$ cat src/rtl/systolic_deskew.sv
// rtl/systolic_deskew.sv - realigns staggered systolic-array result lanes into one row per cycle
// Tracks a frame of expected rows, pulses done on the last one, and flags misaligned lane valids.
module systolic_deskew #(
  parameter int LANES      = 4,
  parameter int DATA_WIDTH = 16,
  parameter int ROW_W      = 8
) (
  input  logic                        clk_i,
  input  logic                        rst_i,
  input  logic                        start_i,
  input  logic [ROW_W-1:0]            rows_i,
  input  logic [LANES-1:0]            in_valid_i,
  input  logic [LANES*DATA_WIDTH-1:0] in_data_i,
  output logic                        out_valid_o,
  output logic [LANES*DATA_WIDTH-1:0] out_data_o,
  output logic                        busy_o,
  output logic                        done_o,
  output logic                        err_o
);

  localparam int DW = LANES * DATA_WIDTH;

  typedef enum logic {
    IDLE   = 1'b0,
    ACTIVE = 1'b1
  } state_t;

  state_t           state_q;
  state_t           state_d;
  logic [LANES-1:0] al_valid;
  logic [DW-1:0]    al_data;
  logic [DW-1:0]    hold_q;
  logic [ROW_W-1:0] cnt_q;
  logic             err_q;
  logic             row_all;
  logic             row_mixed;
  logic             start_load;
  logic             emit;
  logic             last_row;

  // Lane i gets LANES-i stages so every lane of a row reaches its final stage together.
  for (genvar i = 0; i < LANES; i++) begin : g_lane
    localparam int DEPTH = LANES - i;
    logic [DEPTH-1:0]      v_q;
    logic [DATA_WIDTH-1:0] d_q [DEPTH];

    always_ff @(posedge clk_i) begin
      if (rst_i) begin
        v_q <= '0;
        for (int j = 0; j < DEPTH; j++) begin
          d_q[j] <= '0;
        end
      end else begin
        v_q[0] <= in_valid_i[i];
        d_q[0] <= in_data_i[i*DATA_WIDTH +: DATA_WIDTH];
        for (int j = 1; j < DEPTH; j++) begin
          v_q[j] <= v_q[j-1];
          d_q[j] <= d_q[j-1];
        end
      end
    end

    assign al_valid[i]                          = v_q[DEPTH-1];
    assign al_data[i*DATA_WIDTH +: DATA_WIDTH]  = d_q[DEPTH-1];
  end

  assign row_all    = &al_valid;
  assign row_mixed  = (|al_valid) && !row_all;
  assign start_load = start_i && (rows_i != '0);
  assign emit       = row_all && (state_q == ACTIVE);
  assign last_row   = (cnt_q == ROW_W'(1));

  // The final stages are the output register; hold_q keeps the last row across gaps.
  always_ff @(posedge clk_i) begin
    if (rst_i) begin
      hold_q <= '0;
    end else if (row_all) begin
      hold_q <= al_data;
    end
  end

  assign out_data_o = row_all ? al_data : hold_q;

  always_ff @(posedge clk_i) begin
    if (rst_i) begin
      cnt_q <= '0;
    end else if (start_load) begin
      cnt_q <= rows_i;
    end else if (emit && !start_i) begin
      cnt_q <= cnt_q - ROW_W'(1);
    end
  end

  always_ff @(posedge clk_i) begin
    if (rst_i) begin
      err_q <= 1'b0;
    end else if (start_load) begin
      err_q <= 1'b0;
    end else if (row_mixed && (state_q == ACTIVE)) begin
      err_q <= 1'b1;
    end
  end

  assign err_o = err_q;

  always_ff @(posedge clk_i) begin
    if (rst_i) begin
      state_q <= IDLE;
    end else begin
      state_q <= state_d;
    end
  end

  always_comb begin
    state_d = state_q;
    case (state_q)
      IDLE: begin
        if (start_load) begin
          state_d = ACTIVE;
        end
      end
      ACTIVE: begin
        if (start_i && (rows_i == '0)) begin
          state_d = IDLE;
        end else if (start_load) begin
          state_d = ACTIVE;
        end else if (emit && last_row) begin
          state_d = IDLE;
        end
      end
      default: state_d = IDLE;
    endcase
  end

  // A start in the same cycle as the last row takes over the frame, so done is withheld.
  always_comb begin
    busy_o      = 1'b0;
    out_valid_o = 1'b0;
    done_o      = 1'b0;
    case (state_q)
      ACTIVE: begin
        busy_o      = 1'b1;
        out_valid_o = row_all;
        done_o      = row_all && last_row && !start_i;
      end
      default: begin
        busy_o      = 1'b0;
        out_valid_o = 1'b0;
        done_o      = 1'b0;
      end
    endcase
  end

endmodule

$ cat config.mk
export PLATFORM = sky130hd
export DESIGN_NAME = systolic_deskew
export DESIGN_NICKNAME = d
export VERILOG_FILES = /design/src/rtl/systolic_deskew.sv
export SDC_FILE = /design/constraint.sdc
export NUM_CORES = 1
export LEC_CHECK = 0
export BUFFER_PORTS_ARGS = -buffer_cell sky130_fd_sc_hd__buf_2
export CAP_MARGIN = 20
export CORE_UTILIZATION = 58
export CTS_CLUSTER_DIAMETER = 120
export DETAILED_ROUTE_END_ITERATION = 8
export GPL_TIMING_DRIVEN = 0
export HOLD_SLACK_MARGIN = 0.03
export PLACE_DENSITY_LB_ADDON = 0.08
export SYNTH_ARGS = -nofsm -noshare
export SYNTH_HDL_FRONTEND = slang
export SYNTH_SLANG_ARGS = --single-unit
$ cat constraint.sdc
create_clock -name clk_i -period 2.3 [get_ports clk_i]
set_clock_uncertainty 0.15 [all_clocks]
set_input_delay 0.46 -clock clk_i [delete_from_list [all_inputs] [get_ports clk_i]]
set_output_delay 0.46 -clock clk_i [all_outputs]
set_load 0.02 [all_outputs]
==> impl.org <==
** Synthesis
- The netlist uses 31 different library cells.
- The synthesized design contains 0 enable-type register cells.
- Async set-or-reset flop fraction in the synthesized netlist :: 0%
- Sequential area share after synthesis :: 64.8%
- Post-synthesis register bit count :: 244
- Synthesis produced 774 cells.
- A synthesized cell averages 9.74 µm².
- Post-Synthesis Cell Area :: 7540 µm²
- Syn Nets :: 855
- Main synth FF type :: dfxtp_1
- For this run, the number of Yosys warnings is 0.

** Layout
- The library cells used most frequently in the layout, excluding fill and tap cells, are dfxtp_1 (240), nor2b_1 (170), nand2_1 (126), buf_2 (100), a21oi_1 (68).
- Number of inserted filler cells in the final layout :: 730
- Relative to the synthesized area, the layout overhead comes to 40.3%.
- Leaving out fill and tap cells, the most frequent cell in the layout is dfxtp_1.
- The net count of the finished layout is 1077.
- Final non-filler cell total :: 1185
- Share of post-route cells with drive strength above 1 :: 30.0%

** Clock tree
- The clock reaches the later pin of the worst-skew pair after 0.49 ns.
- Maximum level of the CTS H-tree :: 1
- Clock edge transition at the registers on the reported setup and hold paths :: 0.06 ns
- CTS placed an instance of clkbuf_16 at the clock tree root.
- Maximum root-to-sink buffer count :: 3
- CTS saw 244 sinks.
- CTS tree :: built
- Buffers inserted during clock tree synthesis total 24.

** Critical path
- Critical path required time :: 1.69 ns
- Biggest fanout along the worst timing path :: 7
- Element type at the critical path end :: primary output
- Kind of critical path :: flip-flop to primary output
- For the worst setup path, the data arrival time is 1.76 ns.
- The worst setup path is launched from a flip-flop.

** STA
- Count of endpoints failing hold in the final timing report :: 0
- Worst rel slew slack :: 58.7%
- At the pin with the least slew margin, the transition time is 0.620 ns.
- Maximum operating frequency :: 421 MHz
- Worst-case hold slack :: 0.0351 ns
- Setup repair after global routing could not meet its margin everywhere.
- Final period utilization :: 103%
- Total of endpoints with negative setup slack in the final report :: 27
- The worst path in the final design needs a cycle of 2.37 ns, including I/O delays and setup.
- Final-layout setup total negative slack :: -0.792 ns
- Max Transition Viols Final :: 0
- Across all setup checks in the final design, the least slack found is -0.0728 ns.

** Die
- In this run the count of I/O pins placed on the die edge is 147.
- Overall die area :: 13500 µm²
- Site Rows :: 41
- The die is 116 µm tall.
- The floorplan step defined a core boundary enclosing 12700 µm².
- The die is 116 µm wide.
- For this configuration, the core starts out at a cell density of 59.5%.

** Global routing
- GR Overflow Total :: 0
- Vias in the first global route :: 5412
- Global routing consumed, over all layers together, 23.3% of the routing resources.
- The number of antenna violations at the first check in global routing is 1.
- The first global-routing pass estimated 24.5 mm of wire.
- Entering global routing, the biggest net connects 16 pins.

** Route
- Detailed routing placed a total of 9.01 mm of wire on met2.
- Post-detailed-route via-to-cell ratio :: 4.90
- In this run, the number of DRC markers left after iteration 0 of detailed routing was 358.
- Antenna-violating nets left :: 0
- Met3 wire length :: 718 µm
- Detailed-route DRC error count :: 0
- The detailed router placed 5808 vias in this run.
- Wire length on met1 :: 6.88 mm
- The first TritonRoute pass finished after 4 iterations.
- Total routed wirelength :: 17.2 mm
- The detailed router used layers up to and including met4.
- Dividing the detail-routed wire length by the instance count gives 14.5 µm.

** Placed design
- In this run, placement finished with an instance count of 1091.
- Summed over all nets, the half-perimeter wirelength after detailed placement is 10.1 mm.
- PortBufs :: 145
- At the end of routability-driven placement, the weighted congestion stood at 0.810.

** Worst hold path
- In this run the worst hold path is classified as input port to flip-flop.

** Pwr
- Power density of the placed cells :: 839 nW/µm²
- Static Leak :: 4.82 nW
- Across the VDD grid, the largest voltage drop is 515 µV.

** Status
- Violations in the final reports :: negative setup slack
- Run status :: complete, but fails checks

** Run
- Max-cap violations in this run came to 0.
## cell usage after synthesis (2+ instances only)
| master | instances | area, µm² |
|---|---|---|
| or2_2 | 2 | 12.5 |
| buf_2 | 5 | 25.0 |
| and2_1 | 2 | 12.5 |
| ha_1 | 2 | 25.0 |
| a31oi_1 | 6 | 37.5 |
| nor2b_1 | 170 | 1060 |
| nand3_1 | 8 | 40.0 |
| nand2_1 | 201 | 754 |
| inv_1 | 3 | 11.3 |
| o311ai_1 | 2 | 17.5 |
| dfxtp_1 | 244 | 4880 |
| nand4_1 | 2 | 12.5 |
| a21oi_1 | 68 | 340 |
| clkbuf_1 | 35 | 131 |
| nor2_1 | 3 | 11.3 |
| or4_4 | 2 | 22.5 |
| nor3_1 | 2 | 10.0 |
| buf_1 | 3 | 11.3 |
| a22oi_1 | 2 | 15.0 |
## stage by stage
stage | instance area [µm²] | util [%] | setup slack [ns] | power (W)
6_report | 10600 | 83.5 | -0.0728 | 0.00887
5_1_grt | 10600 | 83.5 | -0.140 | 0.00916
4_1_cts | 10100 | 80.0 | -0.0537 | 0.00888
3_5_place_dp | 8480 | 66.9 | -0.148 | 0.00477
3_3_place_gp | 8480 | 66.9 | -0.0720 | 0.00475
2_1_floorplan | 7540 | - | 0.359 | 0.00464
## critical path: stages, from the launching register on
cell and delay, ns:
dfxtp_2 0.33, and4_1 0.20, buf_6 0.15, buf_12 0.14, clkbuf_16 0.16, nand2_2 0.07
nand2_2 0.09, buf_6 0.12
## registers in the layout, indices dropped and copies added, names as in the netlist
| signal | flops |
|---|---|
| err_o | 1 |
| g_lane.v_q | 10 |
| g_lane.d_q | 160 |
| state_q | 1 |
| cnt_q | 8 |
| hold_q | 64 |
## cell type report
cell class	instances	area, µm²	area share, %
inverters	3	11.3	0.106
flip-flops and latches	244	4890	46.2
diodes	1	2.50	0.0237
repair buffers	197	1520	14.4
plain buffers	42	315	2.98
clock buffers	31	698	6.60
clock inverters	11	159	1.50
multi-input cells	484	2760	26.1
well taps	172	215	2.03
## routing by layer
layer / track usage [%] / vias to the layer above
met5: 0 / -
met3: 3.92 / 52
met1: 26.5 / 2685
met4: 7.69 / 0
met2: 44.1 / 184
li1: - / 2887
## timing repair
item                                    in CTS  in global routing
pin swaps                                    1                 21
hold endpoints to repair                    36                  0
gates resized for setup                    119                107
endpoints found under the setup margin      66                 66
cloned                                       1                  5
setup buffers                                7                  3
hold buffers                                36                  0
## cell families (layout without fill, tap and decap cells)
group,count (synthesis),after routing,share of synthesized area (%)
AND/OR/NAND/NOR,399,399,26.4
flip-flops,244,244,64.8
AO/OA/AOI/OAI,82,82,5.94
buffers and inverters,46,284,2.37
adder cells (fa/ha/maj),2,2,0.332
XOR/XNOR,1,1,0.116
other,0,1,0
## path summary, 6_finish.rpt
kind              depth (start not counted)                    to  slack [ns]                 from
setup / recovery                          7        out_data_o[52]       -0.07     g_lane[1].v_q[2]
hold / removal                            2  g_lane[3].d_q[0][11]        0.04        in_data_i[59]
setup reg to reg                          6              cnt_q[5]        0.64     g_lane[1].v_q[2]
hold reg to reg                           1   g_lane[0].d_q[2][9]        0.28  g_lane[0].d_q[1][9]
## power breakdown
part / internal [W] / switching (W) / total [W] / leakage [nW]
Clock: 0.00258 / 0.00155 / 0.00413 / 0.429
Combinational: 0.000181 / 0.000158 / 0.000339 / 2.40
Sequential: 0.00436 / 0.0000467 / 0.00440 / 2.00
Total: 0.00712 / 0.00175 / 0.00887 / 4.82
No activity file was read; power rests on OpenSTA's default activity.
